<file path="config.mk">
export PLATFORM = sky130hd
export DESIGN_NAME = alu_decode_unit_flat
export DESIGN_NICKNAME = d
export VERILOG_FILES = /design/src/rtl/alu_decode_unit_if.sv /design/src/rtl/alu_decode_unit.sv /design/src/flat_wrapper.sv
export SDC_FILE = /design/constraint.sdc
export NUM_CORES = 1
export LEC_CHECK = 0
export ABC_AREA = 1
export CAP_MARGIN = 20
export CORE_ASPECT_RATIO = 1.25
export CORE_MARGIN = 10
export CORE_UTILIZATION = 45
export CTS_CLUSTER_SIZE = 12
export DETAILED_ROUTE_END_ITERATION = 10
export PLACE_DENSITY = 0.73
export SYNTH_ARGS = -nofsm -noshare
export SYNTH_HDL_FRONTEND = slang
export SYNTH_SLANG_ARGS = --single-unit
</file>
<file path="constraint.sdc">
create_clock -name clk -period 3.14 [get_ports clk]
set_input_delay 0.628 -clock clk [delete_from_list [all_inputs] [get_ports clk]]
set_output_delay 0.628 -clock clk [all_outputs]
set_load 0.05 [all_outputs]
</file>
<file path="src/rtl/alu_decode_unit_if.sv">
// Bus between the execute-stage decode/ALU block and its surroundings.
// The master drives the instruction fields and operands. The slave returns the registered controls and ALU result.
interface alu_decode_unit_if #(
   parameter int WIDTH = 32
);
   logic             valid_in;
   logic [5:0]       opcode;
   logic [5:0]       func;
   logic [WIDTH-1:0] src_a;
   logic [WIDTH-1:0] src_b;

   logic             valid_out;
   logic             reg_dst;
   logic             jump;
   logic             branch;
   logic             mem_read;
   logic             mem_to_reg;
   logic             mem_write;
   logic             alu_src;
   logic             reg_write;
   logic [1:0]       alu_op;
   logic [3:0]       alu_ctrl;
   logic [WIDTH-1:0] alu_result;
   logic             zero;

   modport master (
      output valid_in, opcode, func, src_a, src_b,
      input  valid_out, reg_dst, jump, branch, mem_read, mem_to_reg,
             mem_write, alu_src, reg_write, alu_op, alu_ctrl, alu_result, zero
   );

   modport slave (
      input  valid_in, opcode, func, src_a, src_b,
      output valid_out, reg_dst, jump, branch, mem_read, mem_to_reg,
             mem_write, alu_src, reg_write, alu_op, alu_ctrl, alu_result, zero
   );
endinterface

</file>
<file path="src/rtl/alu_decode_unit.sv">
// Registered MIPS main decode, ALU control and ALU. It has one cycle of latency.
// When ALU_SHIFT_EN is defined, sll/srl are decoded and a shifter is built.
module alu_decode_unit #(
   parameter int WIDTH = 32
) (
   input  logic               clk,
   input  logic               rst,
   alu_decode_unit_if.slave   bus
);

   logic             regDst_d, jump_d, branch_d, memRead_d, memToReg_d;
   logic             memWrite_d, aluSrc_d, regWrite_d;
   logic [1:0]       aluOp_d;
   logic [3:0]       aluCtrl_d;
   logic [WIDTH-1:0] result_d;
   logic             zero_d;

   logic             validOut_q;
   logic             regDst_q, jump_q, branch_q, memRead_q, memToReg_q;
   logic             memWrite_q, aluSrc_q, regWrite_q;
   logic [1:0]       aluOp_q;
   logic [3:0]       aluCtrl_q;
   logic [WIDTH-1:0] result_q;
   logic             zero_q;

   always_comb begin
      regDst_d   = 1'b0;
      jump_d     = 1'b0;
      branch_d   = 1'b0;
      memRead_d  = 1'b0;
      memToReg_d = 1'b0;
      memWrite_d = 1'b0;
      aluSrc_d   = 1'b0;
      regWrite_d = 1'b0;
      aluOp_d    = 2'b11;
      unique case (bus.opcode)
         6'b000000: begin regDst_d = 1'b1; regWrite_d = 1'b1; aluOp_d = 2'b10; end
         6'b100011: begin
            aluSrc_d   = 1'b1;
            memToReg_d = 1'b1;
            regWrite_d = 1'b1;
            memRead_d  = 1'b1;
            aluOp_d    = 2'b00;
         end
         6'b101011: begin aluSrc_d = 1'b1; memWrite_d = 1'b1; aluOp_d = 2'b00; end
         6'b000100: begin branch_d = 1'b1; aluOp_d = 2'b01; end
         6'b001000: begin aluSrc_d = 1'b1; regWrite_d = 1'b1; aluOp_d = 2'b00; end
         6'b000010: begin jump_d = 1'b1; aluOp_d = 2'b00; end
         default:   aluOp_d = 2'b11;
      endcase
   end

   always_comb begin
      aluCtrl_d = 4'b1111;
      unique case (aluOp_d)
         2'b00: aluCtrl_d = 4'b0010;
         2'b01: aluCtrl_d = 4'b0110;
         2'b10: begin
            unique case (bus.func)
               6'b100000: aluCtrl_d = 4'b0010;
               6'b100010: aluCtrl_d = 4'b0110;
               6'b100100: aluCtrl_d = 4'b0000;
               6'b100101: aluCtrl_d = 4'b0001;
               6'b100111: aluCtrl_d = 4'b1100;
               6'b101010: aluCtrl_d = 4'b0111;
`ifdef ALU_SHIFT_EN
               6'b000000: aluCtrl_d = 4'b0011;
               6'b000010: aluCtrl_d = 4'b0100;
`endif
               default:   aluCtrl_d = 4'b1111;
            endcase
         end
         default: aluCtrl_d = 4'b1111;
      endcase
   end

   // Operands are used exactly as given; the immediate/register mux lives outside this block.
   always_comb begin
      result_d = '0;
      unique case (aluCtrl_d)
         4'b0010: result_d = bus.src_a + bus.src_b;
         4'b0110: result_d = bus.src_a - bus.src_b;
         4'b0000: result_d = bus.src_a & bus.src_b;
         4'b0001: result_d = bus.src_a | bus.src_b;
         4'b1100: result_d = ~(bus.src_a | bus.src_b);
         4'b0111: result_d = {{(WIDTH-1){1'b0}}, ($signed(bus.src_a) < $signed(bus.src_b))};
`ifdef ALU_SHIFT_EN
         4'b0011: result_d = bus.src_a << bus.src_b[4:0];
         4'b0100: result_d = bus.src_a >> bus.src_b[4:0];
`endif
         default: result_d = '0;
      endcase
      zero_d = (result_d == '0);
   end

   // valid_out tracks valid_in every cycle. All other state holds unless valid_in is high.
   always_ff @(posedge clk) begin
      if (rst) begin
         validOut_q <= 1'b0;
         regDst_q   <= 1'b0;
         jump_q     <= 1'b0;
         branch_q   <= 1'b0;
         memRead_q  <= 1'b0;
         memToReg_q <= 1'b0;
         memWrite_q <= 1'b0;
         aluSrc_q   <= 1'b0;
         regWrite_q <= 1'b0;
         aluOp_q    <= 2'b00;
         aluCtrl_q  <= 4'b0000;
         result_q   <= '0;
         zero_q     <= 1'b0;
      end else begin
         validOut_q <= bus.valid_in;
         if (bus.valid_in) begin
            regDst_q   <= regDst_d;
            jump_q     <= jump_d;
            branch_q   <= branch_d;
            memRead_q  <= memRead_d;
            memToReg_q <= memToReg_d;
            memWrite_q <= memWrite_d;
            aluSrc_q   <= aluSrc_d;
            regWrite_q <= regWrite_d;
            aluOp_q    <= aluOp_d;
            aluCtrl_q  <= aluCtrl_d;
            result_q   <= result_d;
            zero_q     <= zero_d;
         end
      end
   end

   assign bus.valid_out  = validOut_q;
   assign bus.reg_dst    = regDst_q;
   assign bus.jump       = jump_q;
   assign bus.branch     = branch_q;
   assign bus.mem_read   = memRead_q;
   assign bus.mem_to_reg = memToReg_q;
   assign bus.mem_write  = memWrite_q;
   assign bus.alu_src    = aluSrc_q;
   assign bus.reg_write  = regWrite_q;
   assign bus.alu_op     = aluOp_q;
   assign bus.alu_ctrl   = aluCtrl_q;
   assign bus.alu_result = result_q;
   assign bus.zero       = zero_q;

endmodule

</file>
<file path="src/flat_wrapper.sv">
// flat-port wrapper written by rule: the top's interface ports become plain ports
module alu_decode_unit_flat 
#(
   parameter int WIDTH = 32
)
  (clk, rst, bus_valid_in, bus_opcode, bus_func, bus_src_a, bus_src_b, bus_valid_out, bus_reg_dst, bus_jump, bus_branch, bus_mem_read, bus_mem_to_reg, bus_mem_write, bus_alu_src, bus_reg_write, bus_alu_op, bus_alu_ctrl, bus_alu_result, bus_zero);
  alu_decode_unit_if #(.WIDTH(WIDTH)) bus_i ();
  input  logic clk;
  input  logic rst;
  input wire logic [$bits(bus_i.valid_in)-1:0] bus_valid_in;
  input wire logic [$bits(bus_i.opcode)-1:0] bus_opcode;
  input wire logic [$bits(bus_i.func)-1:0] bus_func;
  input wire logic [$bits(bus_i.src_a)-1:0] bus_src_a;
  input wire logic [$bits(bus_i.src_b)-1:0] bus_src_b;
  output wire logic [$bits(bus_i.valid_out)-1:0] bus_valid_out;
  output wire logic [$bits(bus_i.reg_dst)-1:0] bus_reg_dst;
  output wire logic [$bits(bus_i.jump)-1:0] bus_jump;
  output wire logic [$bits(bus_i.branch)-1:0] bus_branch;
  output wire logic [$bits(bus_i.mem_read)-1:0] bus_mem_read;
  output wire logic [$bits(bus_i.mem_to_reg)-1:0] bus_mem_to_reg;
  output wire logic [$bits(bus_i.mem_write)-1:0] bus_mem_write;
  output wire logic [$bits(bus_i.alu_src)-1:0] bus_alu_src;
  output wire logic [$bits(bus_i.reg_write)-1:0] bus_reg_write;
  output wire logic [$bits(bus_i.alu_op)-1:0] bus_alu_op;
  output wire logic [$bits(bus_i.alu_ctrl)-1:0] bus_alu_ctrl;
  output wire logic [$bits(bus_i.alu_result)-1:0] bus_alu_result;
  output wire logic [$bits(bus_i.zero)-1:0] bus_zero;
  assign bus_i.valid_in = bus_valid_in;
  assign bus_i.opcode = bus_opcode;
  assign bus_i.func = bus_func;
  assign bus_i.src_a = bus_src_a;
  assign bus_i.src_b = bus_src_b;
  assign bus_valid_out = bus_i.valid_out;
  assign bus_reg_dst = bus_i.reg_dst;
  assign bus_jump = bus_i.jump;
  assign bus_branch = bus_i.branch;
  assign bus_mem_read = bus_i.mem_read;
  assign bus_mem_to_reg = bus_i.mem_to_reg;
  assign bus_mem_write = bus_i.mem_write;
  assign bus_alu_src = bus_i.alu_src;
  assign bus_reg_write = bus_i.reg_write;
  assign bus_alu_op = bus_i.alu_op;
  assign bus_alu_ctrl = bus_i.alu_ctrl;
  assign bus_alu_result = bus_i.alu_result;
  assign bus_zero = bus_i.zero;
  alu_decode_unit #(.WIDTH(WIDTH)) u_core (.clk(clk), .rst(rst), .bus(bus_i));
endmodule
</file>
==> out/qor.csv, run 1 <==
stage;metric;value;unit
worst_setup_path;required;3.38;ns
run_status;status;finished, violations left;
die;die_area;25500;µm²
worst_setup_path;cp_slowest_stage_delay;0.57;ns
worst_setup_path;startpoint_type;input port;
routing;viasPerCell;5.43;
synthesis;yosys-top-cells-area;nand2_1 20%, ha_1 14%, inv_1 13%;
cells_and_area;largest_reg_flops;32;
synthesis;synth_nets;1796;
placement;place.gp.congestion;1.04;
sta;max_freq;305;MHz
global_routing;grt.total_usage;30.6;%
synthesis;seq_area_frac_synth;10.7;%
job;maxCapViolCount;0;
power_and_ir_drop;p_per_area;235;nW/µm²
die;core_area;19300;µm²
synthesis;synth_flop_cell;dfxtp_1;
sta;rsz0062_at_grt;yes;
synthesis;ys_ff_latch;47;
synthesis;synth_edf_count;0;
cells_and_area;final_core_util;77.5;%
synthesis;yosysMostFrequentCell;nand2_1;
placement;hpwl;33600;µm
clock_network;clk_latency;0.30;ns
routing;drc;0;
synthesis;syn_area;8760;µm²
worst_setup_path;worstPathMaxFanout;4;
die;start_util;45.3;%
die;ioPinCount;127;
worst_setup_path;end_kind;flop;
synthesis;avgSynthCellArea;5.41;µm²
worst_setup_path;worstSetupPathType;in -> reg;
worst_setup_path;crit_slowest_cell;clkdlybuf4s50_1;
power_and_ir_drop;p_leak;8.21;nW
routing;finalWirelength;44700;µm
synthesis;synthArstFlopShare;0;%
worst_setup_path;regToRegSetupSlack;2.23;ns
routing;drtAntennaViolNets;0;
sta;fin_skew;0;ns
synthesis;netlist_instances;1619;
die;die_height;176;µm
clock_network;cts_max_path_buffers;2;
routing;firstDrtPassIters;7;
synthesis;yosys.area.top_type;nand2_1;
sta;setup_viol_count_final;5;
sta;relSlewSlack;55.9;%
cells_and_area;multi_input_area;7650;µm²
cells_and_area;design_area;15000;µm²
global_routing;antenna_found_initial;1;
routing;via_count;13045;
cells_and_area;regArea;941;µm²
clock_network;root_buffer;clkbuf_16;
worst_setup_path;cp.arrival;3.51;ns
cells_and_area;layout.nets;2313;
worst_setup_path;worstPathCellList;clkdlybuf4s50_1 -> nor2_4 -> nand3_1 -> nand2_1 -> nor2_1 -> a21oi_2 -> nand2_2 -> nor2_8 -> buf_12 -> buf_4 -> nand2_1 -> nand3_1 -> nor2_2 -> nand2_2 -> nor2_2 -> buf_4 -> nand2_1 -> nor2_1 -> nand3_1 -> a21oi_2;
run_status;violations;negative setup slack;
cells_and_area;drive_gt1_share;35.5;%
global_routing;grt_max_degree;73;
min_path;hp-class;reg -> reg;
global_routing;grt_pass1_wl;61600;µm
clock_network;cts_made_buffers;5;
die;die_x;145;µm
sta;setup_ws;-0.134;ns
cells_and_area;fillers;1472;
clock_network;cts.sinks;47;
clock_network;htreeDepth;2;
synthesis;synth_warnings;0;
sta;setup_tns;-0.219;ns
sta;min_period_over_period;104;%
global_routing;grt_overflow;0;
synthesis;yosysTopAreaCellShare;19.5;%
placement;placed_area;13200;µm²
sta;post-route-min-period;3.27;ns
global_routing;grt_pass1_vias;12059;
clock_network;clk_pin_slew;0.07;ns
routing;drt_iter0_drc;1109;
clock_network;cts_tree;done;
synthesis;synthTopCellsByCount;456 x nand2_1, 294 x inv_1, 210 x nor2_1;
sta;holdWs;0.496;ns
placement;place.port_buffers;126;
clock_network;cts_hold_buf;0;
sta;final_hold_viol_count;0;
die;fp-row-count;57;
power_and_ir_drop;peakVddDrop;0.337;mV
synthesis;ys_types;48;
sta;tightest_slew;0.662;ns
sta;slew_viol_final;0;
routing;wl_per_cell;18.6;µm
cells_and_area;syn_to_final_growth;71.1;%
-- repair_timing --
action	4_1_cts	5_1_grt
buffers inserted	7	28
setup endpoints to repair	14	16
resized for setup	101	274
pin swaps	15	95
-- worst max-delay path, delay by kind of cell --
family,cells,cell delay (ns)
buffers and inverters,4,0.98
AND/OR/NAND/NOR,14,1.65
AO/OA/AOI/OAI,2,0.26
-- final timing paths --
path | cells past startpoint | start | to
min reg2reg | 2 | u_core.bus.alu_result[12] | u_core.bus.alu_result[12]
max reg2reg | 4 | u_core.bus.alu_result[21] | u_core.bus.alu_result[21]
max | 20 | bus_opcode[1] | u_core.bus.zero
min | 2 | u_core.bus.alu_result[12] | u_core.bus.alu_result[12]
-- cell usage in the layout, fill, tap and decap left out, types with 10 or more instances in the layout --
master and n:
buf_4 406, nand2_1 376, inv_1 263, nor2_1 147, nand3_1 140, clkdlybuf4s50_1 98
nand2_2 80, ha_1 66, o21ai_0 59, nor2_2 51, dfxtp_1 47, a21oi_1 36
inv_2 33, a21oi_2 30, nand4_1 30, ha_4 28, nand3_2 26, dlymetal6s2s_1 24
nor2_4 21, xor2_1 20, buf_6 14, o21ai_1 12, nand2_4 11, nor3_1 11
o21bai_1 10
-- final cells by class --
class                           instances  share of cell area [%]
Multi-Input combinational cell       1225                    51.0
Timing Repair Buffer                  559                    31.8
Inverter                              298                    7.50
Sequential cell                        47                    6.28
Tap cell                              265                    2.21
Clock buffer                            6                   0.927
Clock inverter                          2                   0.259
Antenna cell                            2                  0.0334
-- where the power goes --
part           switching, W  internal [W]  leakage [nW]
clock network      0.000255      0.000401        0.0875
logic               0.00123      0.000980          7.73
registers         0.0000213      0.000629         0.388
-- per-layer routing --
layer	routed length (µm)	part of all wire, %	global-route usage [%]	vias up
met2	22000	49	54.4	784
met5	0	0	0	-
met3	3430	7.7	2.26	228
li1	-	-	-	6084
met4	2970	6.6	16.5	0
met1	16200	36	35.3	5949
-- per-stage QoR --
step                power (W)  std cells  setup WS (ns)
floorplan             0.00156       1619          0.556
global placement      0.00248       2359         -0.718
detailed placement    0.00250       2359         -0.739
CTS                   0.00321       2374        0.00203
global route          0.00369       2403         -0.243
finish                0.00352       2404         -0.134
-- cells by family after synthesis --
family          count (synthesis)  synth area share [%]
simple gates                  934                  46.0
fa+ha+maj                      98                  14.2
buf+inv                       347                  16.1
compound gates                173                  11.0
flops                          47                  10.7
xor+xnor                       20                  2.00
No activity file was read; power rests on OpenSTA's default activity.
==> inputs of run 2 (changes only) <==
--- a/config.mk
+++ b/config.mk
@@ -9,10 +9,10 @@
 export CAP_MARGIN = 20
 export CORE_ASPECT_RATIO = 1.25
 export CORE_MARGIN = 10
-export CORE_UTILIZATION = 45
+export CORE_UTILIZATION = 50
 export CTS_CLUSTER_SIZE = 12
 export DETAILED_ROUTE_END_ITERATION = 10
-export PLACE_DENSITY = 0.73
+export PLACE_DENSITY = 0.79
 export SYNTH_ARGS = -nofsm -noshare
 export SYNTH_HDL_FRONTEND = slang
 export SYNTH_SLANG_ARGS = --single-unit
==> out/qor.csv, run 2 (synthesis gave the netlist of run 1 again) <==
stage;metric;value;unit
run_status;status;finished, violations left;
run_status;violations;negative setup slack;
clock_network;root_buffer;clkbuf_16;
worst_setup_path;worstPathMaxFanout;4;
power_and_ir_drop;p_leak;7.94;nW
die;ioPinCount;127;
cells_and_area;final_core_util;83.1;%
sta;setup_tns;-0.984;ns
routing;drtAntennaViolNets;0;
worst_setup_path;cp_slowest_stage_delay;0.54;ns
worst_setup_path;crit_path_frequent_cell;nand2_1;
min_path;hp-class;reg -> reg;
global_routing;use_met2;61.5;%
sta;rsz0062_at_grt;yes;
clock_network;cts_tree;done;
clock_network;cts_hold_buf;0;
cells_and_area;layout_commonest_cell;nand2_1;
sta;post-route-min-period;3.39;ns
job;maxCapViolCount;0;
power_and_ir_drop;power;0.00352;W
global_routing;grt_pass1_wl;65900;µm
clock_network;htreeDepth;2;
worst_setup_path;worstPathCellList;clkdlybuf4s50_1 -> inv_1 -> ha_4 -> buf_4 -> nor2_2 -> nand3_1 -> nand3_2 -> nand2_2 -> nand3_2 -> nand2_1 -> nand2_1 -> o21ai_1 -> nor2_2 -> nand2_1 -> nor2_1 -> nand2_1 -> nor2_1 -> nand3_1 -> a21oi_2;
sta;setup_ws;-0.254;ns
clock_network;cts_max_path_buffers;2;
worst_setup_path;end_kind;flop;
clock_network;cts.sinks;47;
cells_and_area;largest_reg_flops;32;
power_and_ir_drop;pwr-share-seq;18.6;%
global_routing;grt.total_usage;34.6;%
placement;place.port_buffers;126;
sta;fin_skew;0;ns
sta;max_freq;295;MHz
global_routing;grt_max_degree;73;
global_routing;grt.met3_usage;6.92;%
routing;drc;0;
die;fp-row-count;54;
power_and_ir_drop;p_sw;0.00157;W
routing;firstDrtPassIters;7;
worst_setup_path;cpLargestDelayFamily;simple AND/OR/NAND/NOR gates;
cells_and_area;syn_to_final_growth;64.6;%
global_routing;use_met1;36.7;%
placement;hpwl;32500;µm
power_and_ir_drop;p_per_area;244;nW/µm²
routing;wl_per_cell;20.5;µm
clock_network;clk_latency;0.30;ns
cells_and_area;layout.nets;2269;
placement;place_ws;-0.677;ns
die;die_area;23200;µm²
worst_setup_path;cp_num_buf_inv;3;
worst_setup_path;cp.arrival;3.63;ns
global_routing;grt_overflow;0;
power_and_ir_drop;pwr-share-comb;62.5;%
power_and_ir_drop;peakVddDrop;0.205;mV
clock_network;cts_made_buffers;5;
routing;finalWirelength;47600;µm
power_and_ir_drop;intPower;0.00194;W
global_routing;antenna_found_initial;2;
sta;slew_viol_final;0;
placement;place.gp.congestion;1.01;
worst_setup_path;required;3.37;ns
routing;viasPerCell;5.85;
clock_network;clk_pin_slew;0.08;ns
global_routing;grt_pass1_vias;12745;
sta;tightest_slew;0.695;ns
sta;final_hold_viol_count;0;
die;die_x;138;µm
power_and_ir_drop;switching_share;44.8;%
sta;holdWs;0.521;ns
die;core_area;17400;µm²
die;die_height;168;µm
sta;relSlewSlack;53.7;%
worst_setup_path;crit_slowest_cell;clkdlybuf4s50_1;
cells_and_area;drive_gt1_share;33.2;%
cells_and_area;most-common-layout-cells;381 x nand2_1, 370 x buf_4, 270 x inv_1;
global_routing;busiest_layer;met2;
routing;via_count;13577;
power_and_ir_drop;pwr-share-clk;18.9;%
die;start_util;50.5;%
worst_setup_path;startpoint_type;input port;
sta;setup_viol_count_final;9;
worst_setup_path;worstSetupPathType;in -> reg;
routing;drt_iter0_drc;2042;
sta;min_period_over_period;108;%
## run 2: cell count changes in the layout (fill, tap and decap cells not counted), moves of 4 or more
| cell | before | now |
|---|---|---|
| nand2_1 | 376 | 381 |
| a21oi_1 | 36 | 41 |
| a21oi_2 | 30 | 26 |
| nand3_1 | 140 | 145 |
| dlymetal6s2s_1 | 24 | 20 |
| inv_1 | 263 | 270 |
| inv_2 | 33 | 25 |
| buf_4 | 406 | 370 |
## run 2: final cells by class
class	count	area, µm²
multi-input cells	1225	7540
repair buffers	515	4350
clock buffers	5	125
diodes	2	5.00
clock inverters	3	47.5
inverters	298	1130
flip-flops and latches	47	941
well taps	224	280
fillers	1109	2940
## run 2: what timing repair did
| item | in CTS | in global routing |
|---|---|---|
| endpoints found under the setup margin | 10 | 28 |
| setup buffers | 10 | 20 |
| pin swaps | 15 | 66 |
| resized for setup | 117 | 229 |
## run 2: worst paths after layout
kind,endpoint,slack (ns),depth (start not counted),from
setup / recovery,u_core.bus.zero,-0.25,19,bus_src_a[4]
hold / removal,u_core.bus.alu_result[10],0.52,2,u_core.bus.alu_result[10]
setup reg to reg,u_core.bus.alu_result[18],2.16,4,u_core.bus.alu_result[18]
hold reg to reg,u_core.bus.alu_result[10],0.52,2,u_core.bus.alu_result[10]
## run 2: power groups by stage
stage | Sequential, W | Clock, W | Combinational (W)
6_report | 0.000653 | 0.000667 | 0.00220
3_3_place_gp | 0.000658 | 0 | 0.00177
4_1_cts | 0.000648 | 0.000636 | 0.00191
5_1_grt | 0.000654 | 0.000669 | 0.00232
2_1_floorplan | 0.000772 | 0 | 0.000789
3_5_place_dp | 0.000660 | 0 | 0.00181
## run 2: metal layers
metal	vias up	part of all wire [%]
met2	1156	47
met4	0	9.0
li1	5998	-
met1	6018	33
met5	-	0
met3	405	11
## run 2: stage by stage
stage / instance area, µm² / instances
2_1_floorplan: 8760 / 1619
3_3_place_gp: 12800 / 2279
3_5_place_dp: 12800 / 2279
4_1_cts: 13500 / 2297
5_1_grt: 14400 / 2319
6_report: 14400 / 2319
## run 2: worst reg2reg max path, delay by kind of cell, from the launching register on
family                 cells  cell delay, ns
flip-flops                 1            0.39
AND/OR/NAND/NOR            2            0.25
AO/OA/AOI/OAI              1            0.15
buffers and inverters      1            0.13
